File: src/rtl/sp_sram_bank_req_arb.sv
// Request front-end for one 2048x128 single-port SRAM bank.
// Arbitrates a narrow 32b core port (A) and a wide 128b line port (B)
// onto the bank, and routes read data back with response valids.
// Port A responses are unconditional one cycle after grant; port B has
// response backpressure and keeps at most one transaction outstanding.
//
// B response FSM
//   state  | meaning
//   B_IDLE | no B transaction outstanding
//   B_WAIT | B issued last cycle; response shown straight from the bank
//   B_HOLD | response stalled by b_rready=0; shown from the hold register
module sp_sram_bank_req_arb #(
    parameter int   AW      = 11,
    parameter logic RR_INIT = 1'b0
) (
    input  logic          clk,
    input  logic          rst,
    // narrow port
    input  logic          a_req,
    output logic          a_gnt,
    input  logic [AW+1:0] a_addr,
    input  logic          a_we,
    input  logic [3:0]    a_be,
    input  logic [31:0]   a_wdata,
    output logic          a_rvalid,
    output logic [31:0]   a_rdata,
    // wide port
    input  logic          b_req,
    output logic          b_gnt,
    input  logic [AW-1:0] b_addr,
    input  logic          b_we,
    input  logic [15:0]   b_be,
    input  logic [127:0]  b_wdata,
    output logic          b_rvalid,
    input  logic          b_rready,
    output logic [127:0]  b_rdata,
    // bank interface
    output logic          mem_en,
    output logic [AW+1:0] mem_addr,
    output logic          mem_we,
    output logic [15:0]   mem_be,
    output logic [127:0]  mem_wdata,
    output logic          mem_narrow,
    input  logic [127:0]  mem_rdata
);

    typedef enum logic [1:0] {
        B_IDLE = 2'd0,
        B_WAIT = 2'd1,
        B_HOLD = 2'd2
    } b_state_t;

    b_state_t      b_state;
    b_state_t      b_state_nxt;
    logic          rr;
    logic          b_busy;
    logic          b_ok;
    logic          contest;
    logic          tag_v;
    logic          tag_b;
    logic          tag_we;
    logic [127:0]  hold_q;

    // B may issue a new request in the same cycle its previous response is accepted.
    assign b_busy   = (b_state != B_IDLE);
    assign b_rvalid = b_busy;
    assign b_ok     = !b_busy || (b_rvalid && b_rready);

    // Grant decision: round-robin pointer only matters when both ports are eligible.
    always_comb begin
        contest = a_req && b_req && b_ok;
        a_gnt   = a_req && (!(b_req && b_ok) || !rr);
        b_gnt   = b_req && b_ok && (!a_req || rr);
    end

    // Bank drive; everything quiet when nothing is granted.
    always_comb begin
        mem_en     = 1'b0;
        mem_addr   = '0;
        mem_we     = 1'b0;
        mem_be     = '0;
        mem_wdata  = '0;
        mem_narrow = 1'b0;
        if (a_gnt) begin
            mem_en     = 1'b1;
            mem_narrow = 1'b1;
            mem_addr   = a_addr;
            mem_we     = a_we;
            mem_be     = {12'b0, a_be};
            mem_wdata  = {96'b0, a_wdata};
        end else if (b_gnt) begin
            mem_en     = 1'b1;
            mem_narrow = 1'b0;
            mem_addr   = {b_addr, 2'b00};
            mem_we     = b_we;
            mem_be     = b_be;
            mem_wdata  = b_wdata;
        end
    end

    // Round-robin pointer flips to the loser after every contested grant.
    always_ff @(posedge clk) begin
        if (rst) begin
            rr <= RR_INIT;
        end else if (contest) begin
            rr <= ~rr;
        end
    end

    // One-cycle issue tag so the response cycle knows which port and kind it belongs to.
    always_ff @(posedge clk) begin
        if (rst) begin
            tag_v  <= 1'b0;
            tag_b  <= 1'b0;
            tag_we <= 1'b0;
        end else begin
            tag_v  <= a_gnt || b_gnt;
            tag_b  <= b_gnt;
            tag_we <= b_gnt ? b_we : a_we;
        end
    end

    // A response: bank data passed straight through in the cycle after issue.
    always_comb begin
        a_rvalid = tag_v && !tag_b;
        a_rdata  = '0;
        if (a_rvalid && !tag_we) begin
            a_rdata = mem_rdata[31:0];
        end
    end

    // B response state register.
    always_ff @(posedge clk) begin
        if (rst) begin
            b_state <= B_IDLE;
        end else begin
            b_state <= b_state_nxt;
        end
    end

    // B response next state and data select. WAIT is only ever entered the
    // cycle after a B issue, so the tag describes the B access there.
    always_comb begin
        b_state_nxt = b_state;
        b_rdata     = '0;
        case (b_state)
            B_IDLE: begin
                if (b_gnt) begin
                    b_state_nxt = B_WAIT;
                end
            end
            B_WAIT: begin
                b_rdata = tag_we ? 128'b0 : mem_rdata;
                if (b_rready) begin
                    b_state_nxt = b_gnt ? B_WAIT : B_IDLE;
                end else begin
                    b_state_nxt = B_HOLD;
                end
            end
            B_HOLD: begin
                b_rdata = hold_q;
                if (b_rready) begin
                    b_state_nxt = b_gnt ? B_WAIT : B_IDLE;
                end
            end
            default: begin
                b_state_nxt = B_IDLE;
            end
        endcase
    end

    // Capture the stalled response so later A traffic on the bank cannot disturb it.
    always_ff @(posedge clk) begin
        if (rst) begin
            hold_q <= '0;
        end else if (b_state == B_WAIT && !b_rready) begin
            hold_q <= b_rdata;
        end
    end

endmodule

File: config.mk
export PLATFORM = sky130hd
export DESIGN_NAME = sp_sram_bank_req_arb
export DESIGN_NICKNAME = d
export VERILOG_FILES = /design/src/rtl/sp_sram_bank_req_arb.sv
export SDC_FILE = /design/constraint.sdc
export NUM_CORES = 1
export LEC_CHECK = 0
export BUFFER_PORTS_ARGS = -buffer_cell sky130_fd_sc_hd__clkbuf_2
export CAP_MARGIN = 25
export CORE_AREA = 5 5 252 254
export DETAILED_ROUTE_END_ITERATION = 7
export DIE_AREA = 0 0 257 259
export PLACE_DENSITY = 0.41
export SLEW_MARGIN = 0
export SYNTH_ARGS = -nofsm -noshare
export SYNTH_HDL_FRONTEND = slang
export SYNTH_SLANG_ARGS = --single-unit
export TNS_END_PERCENT = 1
File: constraint.sdc
create_clock -name clk -period 2.19 [get_ports clk]
set_input_delay 0.438 -clock clk [delete_from_list [all_inputs] [get_ports clk]]
set_output_delay 0.438 -clock clk [all_outputs]
set_load 0.005 [all_outputs]
### Word level (Yosys, flattened, before mapping)

Cells that the tools add are included.

* input bits: 339
* output and inout port bits: 324
* bits in registers: 134
* logic and storage cells: 54

* eq/ne operators: 4
* multiplexer cells: 20
* bitwise operators: 1
* reduce and logical (&&, ||, !) cells: 23

Operator list (number)
* 2-to-1 mux 128 bit: 3
* case mux 128 bit (2 select lines): 1
* 2-to-1 mux 16 bit: 2
* 2-to-1 mux 32 bit: 1
* 2-to-1 mux 13 bit: 2
* logical AND 1 bit: 9
* logical NOT 1 bit: 7
* 2-to-1 mux 1 bit: 7
* 2-to-1 mux 2 bit: 3
* case mux 2 bit (3 select lines): 1
* logical OR 1 bit: 4
* != test 2 bit (second input constant): 2
* equality test 2 x 1 -> 1 bit (second input constant): 1
* equality test 2 bit (second input constant): 1
* logical NOT 2 bit: 1
* AND reduction 2 bit: 1
* nonzero test 2 bit: 1
* inverter 1 bit: 1

### Depth between registers and ports, before layout

Gate-level depths: netlist of run 1.

* word-level depth: 8
* mapped depth: 8
* gate-level depth less buffers: 6

### Worst setup path after synthesis of run 1

Ideal clock, no wire load.

* path type: flip-flop to output port
* from: reg b_state[0]
* to: out mem_we
* cell stages (with the launch flop): 6
* required time: 1.752 ns
* arrival time: 1.467 ns
* slack: 0.285 ns
* path buffers: 0
* cell sequence: dfxtp_1 inv_1 ha_1 o21a_1 a21boi_0 a22o_1

* cells in the longest elaborated chain, start to end: 8
* elaborated cells between the ends (all ways): 11
* those cells by class: mux (2); reduce/logical (9)

RTL lines
* start: declaration: RTL line 53 `b_state_t b_state;`
* start signal: assignment: RTL line 137 `b_state <= b_state_nxt;`
* nonzero test 2 bit (*): RTL line 65 `assign b_busy = (b_state != B_IDLE);`
* logical NOT 1 bit or logical AND 1 bit (tied branches): RTL line 67 `assign b_ok = !b_busy || (b_rvalid && b_rready);`
* logical OR 1 bit (*): RTL line 67
* logical AND 1 bit (*): RTL line 72 `a_gnt = a_req && (!(b_req && b_ok) || !rr);`
* logical NOT 1 bit (*): RTL line 72
* logical OR 1 bit (*): RTL line 72
* logical AND 1 bit (*): RTL line 72
* via a_gnt: RTL line 20 `output logic a_gnt,`
* 2-to-1 mux 1 bit (*): RTL line 84 `if (a_gnt) begin`
* end: declaration: RTL line 40 `output logic mem_we,`

The timed path passes the listed nets; every way through them passes the cells marked *.

### Worst setup path in the final report of run 1

* from: reg b_state[0]
* to: out b_rdata[123]

* cells in the longest elaborated chain, start to end: 2
* elaborated cells between the ends (all ways): 3
* those cells by class: eq/ne (2); mux (1)

RTL lines
* equality test 2 bit or equality test 2 x 1 -> 1 bit (tied branches): RTL line 146 `case (b_state)`
* case mux 128 bit (2 select lines) (*): RTL line 146
* end: declaration: RTL line 36 `output logic [127:0] b_rdata,`

Every way passes the cells marked *; elsewhere a longest branch is shown, timed or not.

==> results.txt, run 1 <==
CP Cell Sequence = inv_2 > buf_4 > ha_4 > buf_4 > clkbuf_16 > a22oi_2 > nor2b_1 > clkbuf_2
Area delta synth->final = 82.5%
Hold Fails Final Rpt = 0
Post-route DRC = 0
CP Depth = 8
Post-synth EDFFs = 0
RSZ-0062 raised after global routing = true
Total of max-cap violations = 0
# IOs = 663
Dpl cells = 2358
Most Frequent Cell on Critical Path = buf_4
VDD IR max = 0.386 mV
1st-iter DRT viols = 624
Clk_lat worst skew = 470 ps
Crit path capture type = output pin
Final-stage net count = 1972
Via Count = 10700
Crit Path Category = reg -> out
Reg clk slew, reported paths = 70 ps
Die width = 257 um
Status = complete, but fails checks
Die height = 259 um
Post-synth top area share = 0.328
Power, Total = 8110 uW
Total track usage = 0.161
Distinct cells, synth = 33
Worst path slowest cell = dfxtp_4
# setup viols final = 290
Worst hold slack = 218 ps
Share of layout cells above drive strength 1 = 0.572
Synth area leaders = dfxtp_1 (33%), a32o_1 (12%), a22oi_1 (12%)
Antenna cells = 0
Synth Cell Area = 0.00818 mm^2
Max frequency = 399 MHz
Largest net degree at the start of global routing = 111
Number of core rows = 91
Clk buf depth = 2
Syn_nets = 1319
Number of buffers created by CTS = 17
Pleak = 0.00682 uW
FFs w/ async S/R, synth = 0
Dominant synthesized flop cell = dfxtp_1
Finished Layout Cells = 2432
Clock sink count = 134
Final WS setup = -317 ps
Post-Route Utilization = 0.245
Crit. Startpoint = b_state[0]
Critical Path Fanout Max = 16
DR pass1 iterations = 5
Max incr delay on CP = 360 ps
Buf/Inv on CP = 5
Tightest Pin Transition = 437 ps
Required @ worst endpoint = 1750 ps
Reg2Reg Depth = 10
YS warnings = 0
First-pass GRT wire length = 79.6 mm
Vias in the first global route = 11100
# port buffers = 662
Most numerous cell in the Yosys netlist = dfxtp_1
Post-synthesis sequential area ratio = 0.328
Antenna-violating nets left = 0
Critical path launch point type = register
Detailed Route WL = 57.1 mm
Placer Congestion = 0.920
End point of the critical path = b_rdata[123]
Syn Inst Count = 976
H-tree levels = 4
Initial antenna violation count = 7
Via density = 4.42
Final Critical Period = 2510 ps
FF-to-FF setup slack = 40 ps
Critical R2R Capture = hold_q[21]
Synth area leader = dfxtp_1
Failing checks = negative setup slack
Post-DR wirelength/cell = 23.5 um
CTS tree = done
Core Box Area = 0.0610 mm^2
Hold Buf Count CTS = 0
Pwr per Cell Area = 544 mW/mm^2
Hold/Removal Path Class = in -> reg
Max transition margin = 0.709
Filler instances = 6739
Synth top cells by count = dfxtp_1 (134), nor2b_1 (131), a22oi_1 (128)
Seq cells post-synth = 134
Post-DP HPWL = 43.2 mm
Fin Clk Skew = 17.1 ps
Worst R2R Start = b_state[0]
CTS root buffer = clkbuf_16
Crit share post-route = 1.14
CP arrival = 2070 ps
Die ar. = 0.0666 mm^2
Final Max Slew Viols = 0
Gr ovfl total = 0
Initial core utilization = 0.134
Syn avg cell area = 8.38 um^2
Delay-heaviest family, CP = buffers and inverters
final cells by class:
type,instances,area [um^2],area share
tap,790,988,0.0662
multi-input combinational,704,5490,0.368
clock inverter,14,176,0.0118
clock buffer,18,429,0.0288
inverter,6,32.5,0.00218
timing repair buffer,766,5120,0.343
sequential,134,2690,0.180
registers in the layout, indices dropped and copies added (netlist names):
signal and cells:
hold_q 128, b_state 2, rr 1, tag_b 1
tag_v 1, tag_we 1
worst min-delay path by stage:
stage | slack [ps] | end | start | cells after the start
after floorplan | 440 | hold_q[100] | hold_q[100] | 1
after global placement | 450 | hold_q[58] | hold_q[58] | 1
after detailed placement | 450 | hold_q[70] | hold_q[70] | 1
after CTS | 160 | hold_q[16] | mem_rdata[16] | 2
after global routing | 180 | hold_q[16] | mem_rdata[16] | 2
final | 220 | hold_q[16] | mem_rdata[16] | 2
timing repair:
action	in CTS	in global routing
resized for setup	134	213
setup endpoints to repair	295	390
setup buffers	14	10
pin swaps	14	25
gates cloned	13	7
metal layers:
| layer | vias up | routed length, um | track usage |
|---|---|---|---|
| met5 | - | 55 | 0 |
| met4 | 8 | 3250 | 0.0847 |
| met3 | 87 | 3910 | 0.0516 |
| met2 | 484 | 28300 | 0.278 |
| met1 | 5180 | 21500 | 0.175 |
| li1 | 4986 | - | - |
cell families (layout without fill, tap and decap cells):
| group | count (synthesis) | after routing | synth area share |
|---|---|---|---|
| AND/OR/NAND/NOR | 384 | 384 | 0.273 |
| AO/OA/AOI/OAI | 313 | 314 | 0.307 |
| buffers and inverters | 139 | 804 | 0.0837 |
| flip-flops | 134 | 134 | 0.328 |
| multiplexers | 1 | 1 | 0.00122 |
| adder cells (fa/ha/maj) | 4 | 4 | 0.00612 |
| XOR/XNOR | 1 | 1 | 0.00107 |
where the power goes:
| part | internal, uW | switching [uW] |
|---|---|---|
| Clock | 1800 | 1260 |
| Combinational | 1240 | 1340 |
| Sequential | 2460 | 15.3 |
cells in the final DEF, fill, tap and decap left out, types with 4 or more instances in the layout:
master     instances
and3_4            14
buf_16             9
a22oi_2           71
buf_12            30
o21ai_0            7
clkbuf_16         24
a22o_1            33
clkbuf_2         558
bufbuf_16          5
clkbuf_8          12
buf_4             40
buf_8              5
buf_2             84
nor2b_1          122
and2_1            30
and2_4             4
dfxtp_1          131
clkinv_4           4
o21ai_2           18
a22oi_1           57
nand2_1           47
buf_6             16
nand3_1           42
and3_1            94
nor2b_2            8
a32o_1            96
o21ai_1           23
nand2b_1           4
nand3_2            6
through the flow:
| stage | TNS, ps | instance area, um^2 | worst slack [ps] |
|---|---|---|---|
| 5_1_grt | -92820 | 14900 | -411 |
| 6_report | -55980 | 14900 | -317 |
| 3_3_place_gp | -267 | 12700 | -198 |
| 4_1_cts | -78420 | 14200 | -384 |
| 2_1_floorplan | 0 | 8180 | 285 |
| 3_5_place_dp | -458 | 12700 | -213 |
(Power assumes the default switching activity.)
==> run 2, diff against run 1 <==
Settings changed: TNS_END_PERCENT 1 to not set.
==> results.txt, run 2 (synthesis gave the netlist of run 1 again) <==
Number of core rows = 91
Final Instance Area = 0.0180 mm^2
Biggest register = hold_q
DR pass1 iterations = 5
Initial core utilization = 0.134
Gr ovfl total = 0
Hold/Removal Path Class = in -> reg
Status = complete, but fails checks
# setup viols final = 290
Post-DR wirelength/cell = 25.4 um
Required @ worst endpoint = 1750 ps
Clk_lat worst skew = 470 ps
CP arrival = 2070 ps
Tightest Pin Transition = 446 ps
Antenna-violating nets left = 0
Max reg flops = 128
# IOs = 663
Worst path slowest cell = dfxtp_2
Fin Clk Skew = 14.0 ps
Crit share post-route = 1.15
Failing checks = negative setup slack
Critical path launch point type = register
Filler instances = 6495
Max frequency = 399 MHz
Critical Path Fanout Max = 7
Reg clk slew, reported paths = 70 ps
Final-stage net count = 2043
Crit Path Category = reg -> out
1st-iter DRT viols = 642
Die width = 257 um
Metal2 WL = 31.2 mm
# port buffers = 662
Core Box Area = 0.0610 mm^2
Biggest regs = hold_q: 128 flops, b_state: 2 flops
Vias in the first global route = 11300
Antenna cells = 0
Number of buffers created by CTS = 17
Most common cell after layout, fill and taps aside = clkbuf_2
Largest net degree at the start of global routing = 111
CTS root buffer = clkbuf_16
Initial antenna violation count = 8
CP Cell Sequence = inv_4 > ha_4 > nor2b_4 > buf_6 > buf_12 > buf_16 > buf_6 > a22oi_1 > nor2b_1 > buf_2
Clock sink count = 134
Max transition margin = 0.703
Die height = 259 um
Area after DPL = 0.0127 mm^2
Commonest non-fill, non-tap cells in the layout = clkbuf_2 (400), buf_2 (144), buf_6 (133)
Pleak = 0.00764 uW
Hold Fails Final Rpt = 0
Max incr delay on CP = 350 ps
Detailed Route WL = 63.6 mm
Final WS setup = -318 ps
CTS tree = done
Total track usage = 0.166
Final Critical Period = 2510 ps
Hold Buf Count CTS = 0
Most Frequent Cell on Critical Path = buf_6
Total of max-cap violations = 0
H-tree levels = 4
Area delta synth->final = 120%
RSZ-0062 raised after global routing = true
Share of layout cells above drive strength 1 = 0.702
VDD IR max = 0.298 mV
Top Layer Used = met5
Worst hold slack = 226 ps
Met1 wire length = 24.3 mm
Via Count = 11400
Placer Congestion = 0.920
Final Max Slew Viols = 0
First-pass GRT wire length = 82.1 mm
Post-DP HPWL = 43.2 mm
Die ar. = 0.0666 mm^2
Post-route DRC = 0
Met3 Routed Length = 4.28 mm
Crit path capture type = output pin
Pwr per Cell Area = 507 mW/mm^2
Via density = 4.55
Pre-CTS setup slack = -213 ps
Clk buf depth = 2
run 2: changes by cell type in the layout (fill, tap and decap cells not counted), moves of 21 or more:
cell,previous run,this run
o21ai_2,18,40
clkbuf_2,558,400
nand3_4,0,21
and3_4,14,103
buf_2,84,144
and3_1,94,5
buf_6,16,133
a22oi_1,57,11
nand3_1,42,12
o21ai_1,23,0
a22oi_2,71,117
run 2: stage by stage:
| step | utilization | power, uW | instances | TNS [ps] |
|---|---|---|---|---|
| final | 0.295 | 9120 | 2503 | -57090 |
| after global routing | 0.295 | 9540 | 2503 | -86440 |
| after CTS | 0.248 | 8460 | 2444 | -85380 |
| after detailed placement | 0.207 | 4610 | 2358 | -458 |
| after global placement | 0.207 | 4600 | 2358 | -267 |
| after floorplan | - | 3410 | 976 | 0 |
run 2: path summary, 6_finish.rpt:
check | cells past startpoint | slack (ps) | end | startpoint
worst max register to register | 11 | 200 | hold_q[107] | b_state[0]
worst min-delay path | 2 | 230 | hold_q[16] | mem_rdata[16]
worst min register to register | 1 | 470 | hold_q[94] | hold_q[94]
worst max-delay path | 10 | -320 | b_rdata[33] | b_state[1]
run 2: final cells by class:
type | count | area [um^2] | area share
Clock buffer | 18 | 429 | 0.0238
Multi-Input combinational cell | 705 | 6670 | 0.370
Tap cell | 790 | 988 | 0.0549
Sequential cell | 134 | 2690 | 0.149
Clock inverter | 14 | 176 | 0.00980
Timing Repair inverter | 2 | 27.5 | 0.00153
Timing Repair Buffer | 834 | 6990 | 0.388
Inverter | 6 | 40.0 | 0.00222
run 2: report_power, final:
part | internal, uW | leakage, uW | total, uW | switching (uW)
logic | 1860 | 0.00626 | 3580 | 1710
clock network | 1800 | 0.000291 | 3070 | 1270
registers | 2460 | 0.00108 | 2470 | 16.3
total | 6120 | 0.00764 | 9120 | 3000
run 2: what timing repair did:
| item | CTS | global route |
|---|---|---|
| setup endpoints to repair | 295 | 392 |
| setup buffers | 26 | 43 |
| pin swaps | 49 | 171 |
| cloned | 30 | 31 |
| gates resized for setup | 233 | 656 |
run 2: metal layers:
| metal | global-route usage | up-vias |
|---|---|---|
| met5 | 0 | - |
| met4 | 0.0978 | 10 |
| met3 | 0.0534 | 105 |
| met2 | 0.281 | 530 |
| met1 | 0.182 | 5588 |
| li1 | - | 5145 |
run 2: worst max-delay path: cells and delay by family, from the launching register on:
family	cells	cell delay [ps]
fa+ha+maj	1	150
compound gates	1	160
buf+inv	6	720
simple gates	2	200
flops	1	350
